<file path="config.mk">
export PLATFORM = sky130hd
export DESIGN_NAME = vga_scan_gen
export DESIGN_NICKNAME = d
export VERILOG_FILES = /design/src/rtl/vga_scan_gen.sv
export SDC_FILE = /design/constraint.sdc
export NUM_CORES = 1
export LEC_CHECK = 0
export CAP_MARGIN = 20
export CORE_MARGIN = 3
export CORE_UTILIZATION = 48
export CTS_CLUSTER_SIZE = 28
export DETAILED_ROUTE_END_ITERATION = 12
export PLACE_DENSITY = 0.79
export SYNTH_ARGS = -nofsm -noshare
export SYNTH_HDL_FRONTEND = slang
export SYNTH_SLANG_ARGS = --single-unit
export TNS_END_PERCENT = 10
</file>
<file path="constraint.sdc">
create_clock -name clk -period 2 [get_ports clk]
set_input_delay 0.2 -clock clk [delete_from_list [all_inputs] [get_ports clk]]
set_output_delay 0.2 -clock clk [all_outputs]
set_load 0.005 [all_outputs]
</file>
<file path="src/rtl/vga_scan_gen.sv">
// vga_scan_gen
//   VGA raster timing generator and pixel output stage (640x480@60 Hz by
//   default). Divides clk down to a pixel tick, runs the horizontal and
//   vertical counters, publishes the visible coordinate to the drawing
//   logic, and registers the blanked colour and sync pins for the connector.
//
//   Build option: define VGA_BORDER_EN to force a 1-pixel white border
//   (12'hFFF) around the visible area, overriding pixel_rgb there.
//
// Ports
//   clk          in   system clock
//   rst_n        in   synchronous active-low reset
//   pixel_rgb    in   {R,G,B} 4 bits each for the current scan_x/scan_y
//   scan_x       out  visible column, 0 outside active video
//   scan_y       out  visible row, 0 outside active video
//   active       out  counters are inside the visible area
//   pix_en       out  one-clk pixel tick
//   frame_start  out  one-clk pulse as the counters return to (0,0)
//   hsync/vsync  out  active-low syncs, registered
//   vga_r/g/b    out  registered, blanked colour
module vga_scan_gen #(
    parameter int unsigned CLK_DIV = 4,
    parameter int unsigned H_VIS   = 640,
    parameter int unsigned H_FP    = 16,
    parameter int unsigned H_SYNC  = 96,
    parameter int unsigned H_BP    = 48,
    parameter int unsigned V_VIS   = 480,
    parameter int unsigned V_FP    = 10,
    parameter int unsigned V_SYNC  = 2,
    parameter int unsigned V_BP    = 33
) (
    input  logic        clk,
    input  logic        rst_n,
    input  logic [11:0] pixel_rgb,
    output logic [9:0]  scan_x,
    output logic [8:0]  scan_y,
    output logic        active,
    output logic        pix_en,
    output logic        frame_start,
    output logic        hsync,
    output logic        vsync,
    output logic [3:0]  vga_r,
    output logic [3:0]  vga_g,
    output logic [3:0]  vga_b
);

    localparam logic [3:0] DIV_LAST   = 4'(CLK_DIV - 1);
    localparam logic [9:0] H_LAST     = 10'(H_VIS + H_FP + H_SYNC + H_BP - 1);
    localparam logic [9:0] V_LAST     = 10'(V_VIS + V_FP + V_SYNC + V_BP - 1);
    localparam logic [9:0] H_VIS_END  = 10'(H_VIS);
    localparam logic [9:0] V_VIS_END  = 10'(V_VIS);
    localparam logic [9:0] H_SYNC_BEG = 10'(H_VIS + H_FP);
    localparam logic [9:0] H_SYNC_END = 10'(H_VIS + H_FP + H_SYNC);
    localparam logic [9:0] V_SYNC_BEG = 10'(V_VIS + V_FP);
    localparam logic [9:0] V_SYNC_END = 10'(V_VIS + V_FP + V_SYNC);

    logic [3:0]  r_div;
    logic [9:0]  r_h_cnt;
    logic [9:0]  r_v_cnt;
    logic        r_hsync;
    logic        r_vsync;
    logic        r_frame_start;
    logic [11:0] r_rgb;

    logic        w_pix_en;
    logic        w_active;
    logic        w_h_wrap;
    logic        w_v_wrap;
    logic        w_hs_region;
    logic        w_vs_region;
    logic [11:0] w_rgb_next;

    assign w_pix_en    = (r_div == DIV_LAST);
    assign w_h_wrap    = (r_h_cnt == H_LAST);
    assign w_v_wrap    = (r_v_cnt == V_LAST);
    assign w_active    = (r_h_cnt < H_VIS_END) && (r_v_cnt < V_VIS_END);
    assign w_hs_region = (r_h_cnt >= H_SYNC_BEG) && (r_h_cnt < H_SYNC_END);
    assign w_vs_region = (r_v_cnt >= V_SYNC_BEG) && (r_v_cnt < V_SYNC_END);

`ifdef VGA_BORDER_EN
    localparam logic [9:0] H_VIS_LAST = 10'(H_VIS - 1);
    localparam logic [9:0] V_VIS_LAST = 10'(V_VIS - 1);

    logic w_border;

    // Border only matters inside the visible area; blanking still wins.
    assign w_border   = (r_h_cnt == '0) || (r_h_cnt == H_VIS_LAST) ||
                        (r_v_cnt == '0) || (r_v_cnt == V_VIS_LAST);
    assign w_rgb_next = !w_active ? '0 : (w_border ? '1 : pixel_rgb);
`else
    assign w_rgb_next = w_active ? pixel_rgb : '0;
`endif

    always_ff @(posedge clk) begin
        if (!rst_n) begin
            r_div         <= '0;
            r_h_cnt       <= '0;
            r_v_cnt       <= '0;
            r_hsync       <= 1'b1;
            r_vsync       <= 1'b1;
            r_frame_start <= 1'b0;
            r_rgb         <= '0;
        end else begin
            // Registered so the pulse lines up with the counters at (0,0).
            r_frame_start <= w_pix_en && w_h_wrap && w_v_wrap;
            if (w_pix_en) begin
                r_div   <= '0;
                // Output stage samples the position being left, so colour
                // and syncs trail scan_x/scan_y by exactly one pixel.
                r_rgb   <= w_rgb_next;
                r_hsync <= ~w_hs_region;
                r_vsync <= ~w_vs_region;
                if (w_h_wrap) begin
                    r_h_cnt <= '0;
                    r_v_cnt <= w_v_wrap ? '0 : r_v_cnt + 10'd1;
                end else begin
                    r_h_cnt <= r_h_cnt + 10'd1;
                end
            end else begin
                r_div <= r_div + 4'd1;
            end
        end
    end

    assign pix_en      = w_pix_en;
    assign active      = w_active;
    assign scan_x      = w_active ? r_h_cnt : '0;
    assign scan_y      = w_active ? r_v_cnt[8:0] : '0;
    assign frame_start = r_frame_start;
    assign hsync       = r_hsync;
    assign vsync       = r_vsync;
    assign vga_r       = r_rgb[11:8];
    assign vga_g       = r_rgb[7:4];
    assign vga_b       = r_rgb[3:0];

endmodule

</file>
==> flow_summary.yaml, run 1 <==
outcome:
  status: "completed"
global_routing:
  busiest_layer: "met2"
  overflow: 0
  grt_first_pass_wirelength_mm: 7.79
  grt_use_met1: 0.277
  grt.total_usage: 0.220
  grt_max_degree: 17
  grt_pass1_vias: 1693
  use_met3: 0.0567
  antenna_found_initial: 0
  grtUsageMet2: 0.369
cells_and_area:
  final_core_util: 0.715
  layout_common_cells: "37 x dfxtp_1, 31 x clkdlybuf4s50_1, 27 x nand2_1, 24 x a21oi_1, 23 x nand3_1"
  final_net_count: 310
  antennaDiodeCount: 0
  layout_commonest_cell: "dfxtp_1"
  drive_above_1_share: 0.147
  area_growth_pct: 41.7
  fillerInstances: 299
synthesis:
  synth_area_leader_cell: "dfxtp_1"
  synth_edf_count: 0
  syn_area_um2: 1880
  postSynthAreaPerCell_um2: 8.34
  synthArstFlopShare: 0
  syn_inst: 225
  synth.distinct_cells: 38
  seq_area_frac_synth: 0.416
  ys_ff_latch: 39
  yosys-top-cells-area: "dfxtp_1 42%, a21oi_1 6.4%, nand3_1 6.1%"
  synth_ff_type: "dfxtp_1"
  synth_nets: 244
  synth.top_cell.area_share: 0.416
  yosysWarnings: 0
placed_design:
  dp_slack_ns: 0.0820
  portBuffers: 49
  place_congestion: 0.889
  post-dp-hpwl_mm: 3.40
floorplan:
  chipWidth_um: 68.5
  dieHeight_um: 68.5
  ios: 50
  dieArea_um2: 4690
  rows: 22
  initial_utilization: 0.505
  core_area_um2: 3720
cts:
  clk_path_buf_depth: 2
  cts_hold_repair.buffers: 0
  clk_pin_slew_worst_paths_ns: 0.07
  cts_root_buf: "clkbuf_8"
  cts_made_buffers: 5
  tritoncts: "built"
  h-tree-depth: 2
  clkLatencyLatePin_ns: 0.28
  cts.sinks: 39
route:
  drcViolationCount: 0
  vias_per_cell: 5.50
  drtPass1Iterations: 4
  ant_nets: 0
  wire_per_inst_um: 14.4
  wl_mm: 4.88
  dr.first_iter.drc_count: 228
  vias: 1870
sta:
  finalMaxSlewViolations: 0
  rsz0062_at_grt: "no"
  setup-violations-final: 0
  fin_hold_ws_ns: 0.433
  final.setup_skew_ns: 0.00328
  max-slew-margin-rel: 0.739
  timing.final.ws_setup_ns: 0.0959
  period_share: 0.952
  period_needed_ns: 1.90
  tns_ns: 0
  fmax_mhz: 525
  timing_hold_violations_final: 0
  worst_pin_slew_ns: 0.391
run:
  cap_violations: 0
setup_path:
  crit_family: "buffers and inverters"
  cp.arrival_ns: 1.70
  critPathKind: "reg2out"
  cp-startpoint: "r_div[1]"
  cp_num_buf_inv: 3
  cpPeakStageDelay_ns: 0.51
  cp-end-kind: "output pin"
  path_cells: "ha_2 > nand2_1 > inv_4 > buf_8 > clkdlybuf4s50_1"
  rrSetupSlack_ns: 0.13
  slowest_stage: "clkdlybuf4s50_1"
  reg2reg_from: "r_h_cnt[0]"
  required_ns: 1.80
  crit_fanout: 14
  start_kind: "flip-flop"
pwr:
  p_per_area_nw_per_um2: 544
  ir_drop_uv: 435
  leakagePower_nw: 1.01
min_path:
  min_from: "r_div[0]"
  hold_class: "reg2reg"
-- power by group --
part / leakage [nW] / switching, mW / internal, mW
registers: 0.316 / 0.0104 / 0.793
logic: 0.654 / 0.0567 / 0.0731
clock network: 0.0412 / 0.269 / 0.244
-- routing by layer --
metal,up-vias,share of wire
li1,932,-
met1,856,0.43
met2,80,0.49
met3,2,0.075
met4,0,0.0043
met5,-,0
-- sequential cells by signal, summed over array words and instances (netlist names) --
name,flops
vsync,1
r_rgb,12
frame_start,1
r_v_cnt,10
r_div,4
hsync,1
r_h_cnt,10
-- worst reg2reg max path, cell delays in order (launching register included) --
cell and delay [ns]:
dfxtp_1 0.40, ha_2 0.24, and4_4 0.27, nand4_4 0.18, buf_6 0.21, or3_1 0.34, a21oi_1 0.15
-- path summary, 6_finish.rpt --
path / end / depth (start not counted)
setup / recovery: pix_en / 5
hold / removal: r_div[0] / 1
setup reg to reg: r_v_cnt[3] / 6
hold reg to reg: r_div[0] / 1
-- kinds of logic after synthesis --
logic type | synth area share
AOI/OAI and AO/OA | 0.115
buffers and inverters | 0.0440
adders and majority gates | 0.0334
muxes | 0.00600
and+or+nand+nor | 0.348
xor gates and xnor gates | 0.0374
DFF | 0.416
-- Yosys cell counts, types with 4 or more instances --
cell,instances
xor2_1,4
nand3_1,23
o21ai_0,7
a21oi_1,24
nor4_1,5
xnor2_1,4
or4_1,4
inv_1,6
clkbuf_1,7
nand4_1,5
ha_1,5
and2_1,16
o31ai_1,4
nor2_1,10
or3_1,6
dfxtp_1,39
nand2_1,27
-- area by class of cell --
type	count	area, µm²	area share
flip-flops and latches	39	783	0.295
well taps	48	60.1	0.0226
clock inverters	2	12.5	0.00471
multi-input cells	167	1040	0.392
repair buffers	70	656	0.247
clock buffers	6	72.6	0.0273
inverters	8	32.5	0.0122
-- what timing repair did --
item	in CTS	in global routing
resized for setup	30	4
setup buffers	4	2
endpoints found under the setup margin	19	11
pin swaps	1	1
endpoints found under the hold margin	0	0
-- through the flow --
stage	power, mW	area (µm²)	std cells
after floorplan	0.866	1880	225
after global routing	1.51	2660	340
after detailed placement	0.938	2490	326
after global placement	0.935	2490	326
after CTS	1.45	2620	338
final	1.45	2660	340
Power figures use the tool's default switching activity.
==> inputs of run 2 (changes only) <==
Settings changed: CORE_UTILIZATION 48 to 30, PLACE_DENSITY 0.79 to unset.
Clock period 2 ns to 2.25 ns, I/O delays scaled along.
==> run 2 against run 1 <==
Effect of this change: flip-flop and latch count stayed put; register-to-register slack better by 0.10 ns; sequential power is 11% lower; worst hold slack better by 0.021 ns; clock skew is 0.0021 ns higher; clock power shrank 13%; cell count increased by 4.7%.
==> flow_summary.yaml, run 2 (synthesis results as in run 1) <==
outcome:
  status: "completed"
pwr:
  ir_drop_uv: 246
  pwr-share-clk: 0.354
  switchingPower_mw: 0.287
  totalPowerFinal_mw: 1.26
  p_comb_frac: 0.081
  switching_share: 0.227
  p_int_mw: 0.977
  leakagePower_nw: 0.893
  p_per_area_nw_per_um2: 485
  seq_power_share: 0.565
floorplan:
  ios: 50
  dieArea_um2: 7240
  rows: 28
  initial_utilization: 0.313
  core_area_um2: 5990
  chipWidth_um: 85.1
  dieHeight_um: 85.1
route:
  vias: 1766
  ant_nets: 0
  wl_mm: 4.75
  drtPass1Iterations: 4
  wire_per_inst_um: 13.3
  drcViolationCount: 0
  dr.first_iter.drc_count: 94
  vias_per_cell: 4.96
setup_path:
  rrSetupSlack_ns: 0.23
  critPathKind: "reg2out"
  start_kind: "flip-flop"
  r2r_cells: 5
  slowest_stage: "clkdlybuf4s50_1"
  crit_family: "buffers and inverters"
  cpPeakStageDelay_ns: 0.50
  required_ns: 2.03
  cp_num_buf_inv: 2
  reg2reg_from: "r_h_cnt[1]"
  crit_fanout: 11
  cp-end-kind: "output pin"
  reg2reg_to: "r_v_cnt[5]"
  path_cells: "o21a_2 > nor3_4 > buf_8 > and2_1 > clkdlybuf4s50_1"
  cp.arrival_ns: 1.94
cells_and_area:
  area_growth_pct: 38.8
  layout_commonest_cell: "clkdlybuf4s50_1"
  final_core_util: 0.435
  largest_reg_flops: 12
  biggestRegsByFlops: "r_rgb x12, r_h_cnt x10, r_v_cnt x10"
  drive_above_1_share: 0.0890
  antennaDiodeCount: 0
  final_net_count: 299
  layout_common_cells: "49 x clkdlybuf4s50_1, 39 x dfxtp_1, 27 x nand2_1, 24 x a21oi_1, 23 x nand3_1"
  regMostFlops: "r_rgb"
  instances_no_fill: 356
sta:
  finalMaxSlewViolations: 0
  setup-violations-final: 0
  tns_ns: 0
  max-slew-margin-rel: 0.655
  timing_hold_violations_final: 0
  period_share: 0.961
  fmax_mhz: 463
  fin_hold_ws_ns: 0.454
  worst_pin_slew_ns: 0.513
  final.setup_skew_ns: 0.00542
  period_needed_ns: 2.16
min_path:
  hold_class: "reg2reg"
  hold_end: "r_rgb[6]"
  min_from: "r_rgb[6]"
  min_path_cells: 2
cts:
  cts_hold_repair.buffers: 0
  clk_pin_slew_worst_paths_ns: 0.07
  cts_made_buffers: 5
  h-tree-depth: 2
  cts.sinks: 39
  tritoncts: "built"
  cts_root_buf: "clkbuf_8"
  clkLatencyLatePin_ns: 0.29
  clk_path_buf_depth: 2
run:
  cap_violations: 0
global_routing:
  grt_max_degree: 23
  overflow: 0
  grt.total_usage: 0.135
  grt_pass1_vias: 1661
  antenna_found_initial: 0
  grt_first_pass_wirelength_mm: 7.91
placed_design:
  portBuffers: 49
  post-dp-hpwl_mm: 3.24
  place_congestion: 0.779
  dp.cells: 346
-- run 2: worst max-delay path by stage --
stage                     from    endpoint  cells past startpoint
finish              r_h_cnt[8]   scan_y[8]                      5
global route        r_h_cnt[8]   scan_x[4]                      5
CTS                 r_h_cnt[8]   scan_y[7]                      5
detailed placement  r_v_cnt[8]   scan_y[8]                      5
global placement    r_v_cnt[7]   scan_y[8]                      5
floorplan           r_h_cnt[0]  r_v_cnt[8]                      7
-- run 2: metrics by stage --
step	area, µm²	setup slack [ns]
after floorplan	1880	0.573
after global routing	2600	-0.000455
after CTS	2600	0.000710
final	2600	0.0888
after detailed placement	2470	0.238
after global placement	2470	0.267
-- run 2: routing by layer --
layer | wire, µm | global-route usage | up-vias
met5 | 0 | 0 | -
met4 | 67 | 0.0475 | 0
met3 | 162 | 0.0272 | 7
met2 | 2120 | 0.206 | 30
met1 | 2400 | 0.189 | 823
li1 | - | - | 906
-- run 2: what timing repair did --
item	CTS	global route
pin swaps	1	1
gates resized for setup	3	3
buffers inserted	1	0
setup endpoints to repair	9	15
gates cloned	1	0
-- run 2: layout make-up --
class,count,area [µm²]
clock buffer,7,76.3
tap,75,93.8
sequential,39,781
inverter,8,30.0
fill,616,3390
multi-input combinational,167,1020
timing repair buffer,59,602
clock inverter,1,5.00
-- run 2: tightest hold or removal path: cells and delay by family (launching register included) --
family,cells,cell delay (ns)
compound gates,1,0.05
flops,1,0.31
simple gates,1,0.05
-- run 2: power groups by stage --
stage | Clock [mW] | Combinational (mW) | Sequential, mW
floorplan | 0 | 0.0409 | 0.729
global placement | 0 | 0.104 | 0.729
detailed placement | 0 | 0.104 | 0.729
CTS | 0.468 | 0.104 | 0.713
global route | 0.493 | 0.115 | 0.715
finish | 0.448 | 0.102 | 0.713
==> inputs of run 3 (changes only) <==
Settings changed: CTS_CLUSTER_DIAMETER set to 120.
==> results of run 3 <==
The final DEF is identical to that of run 2; final timing and power are the same.
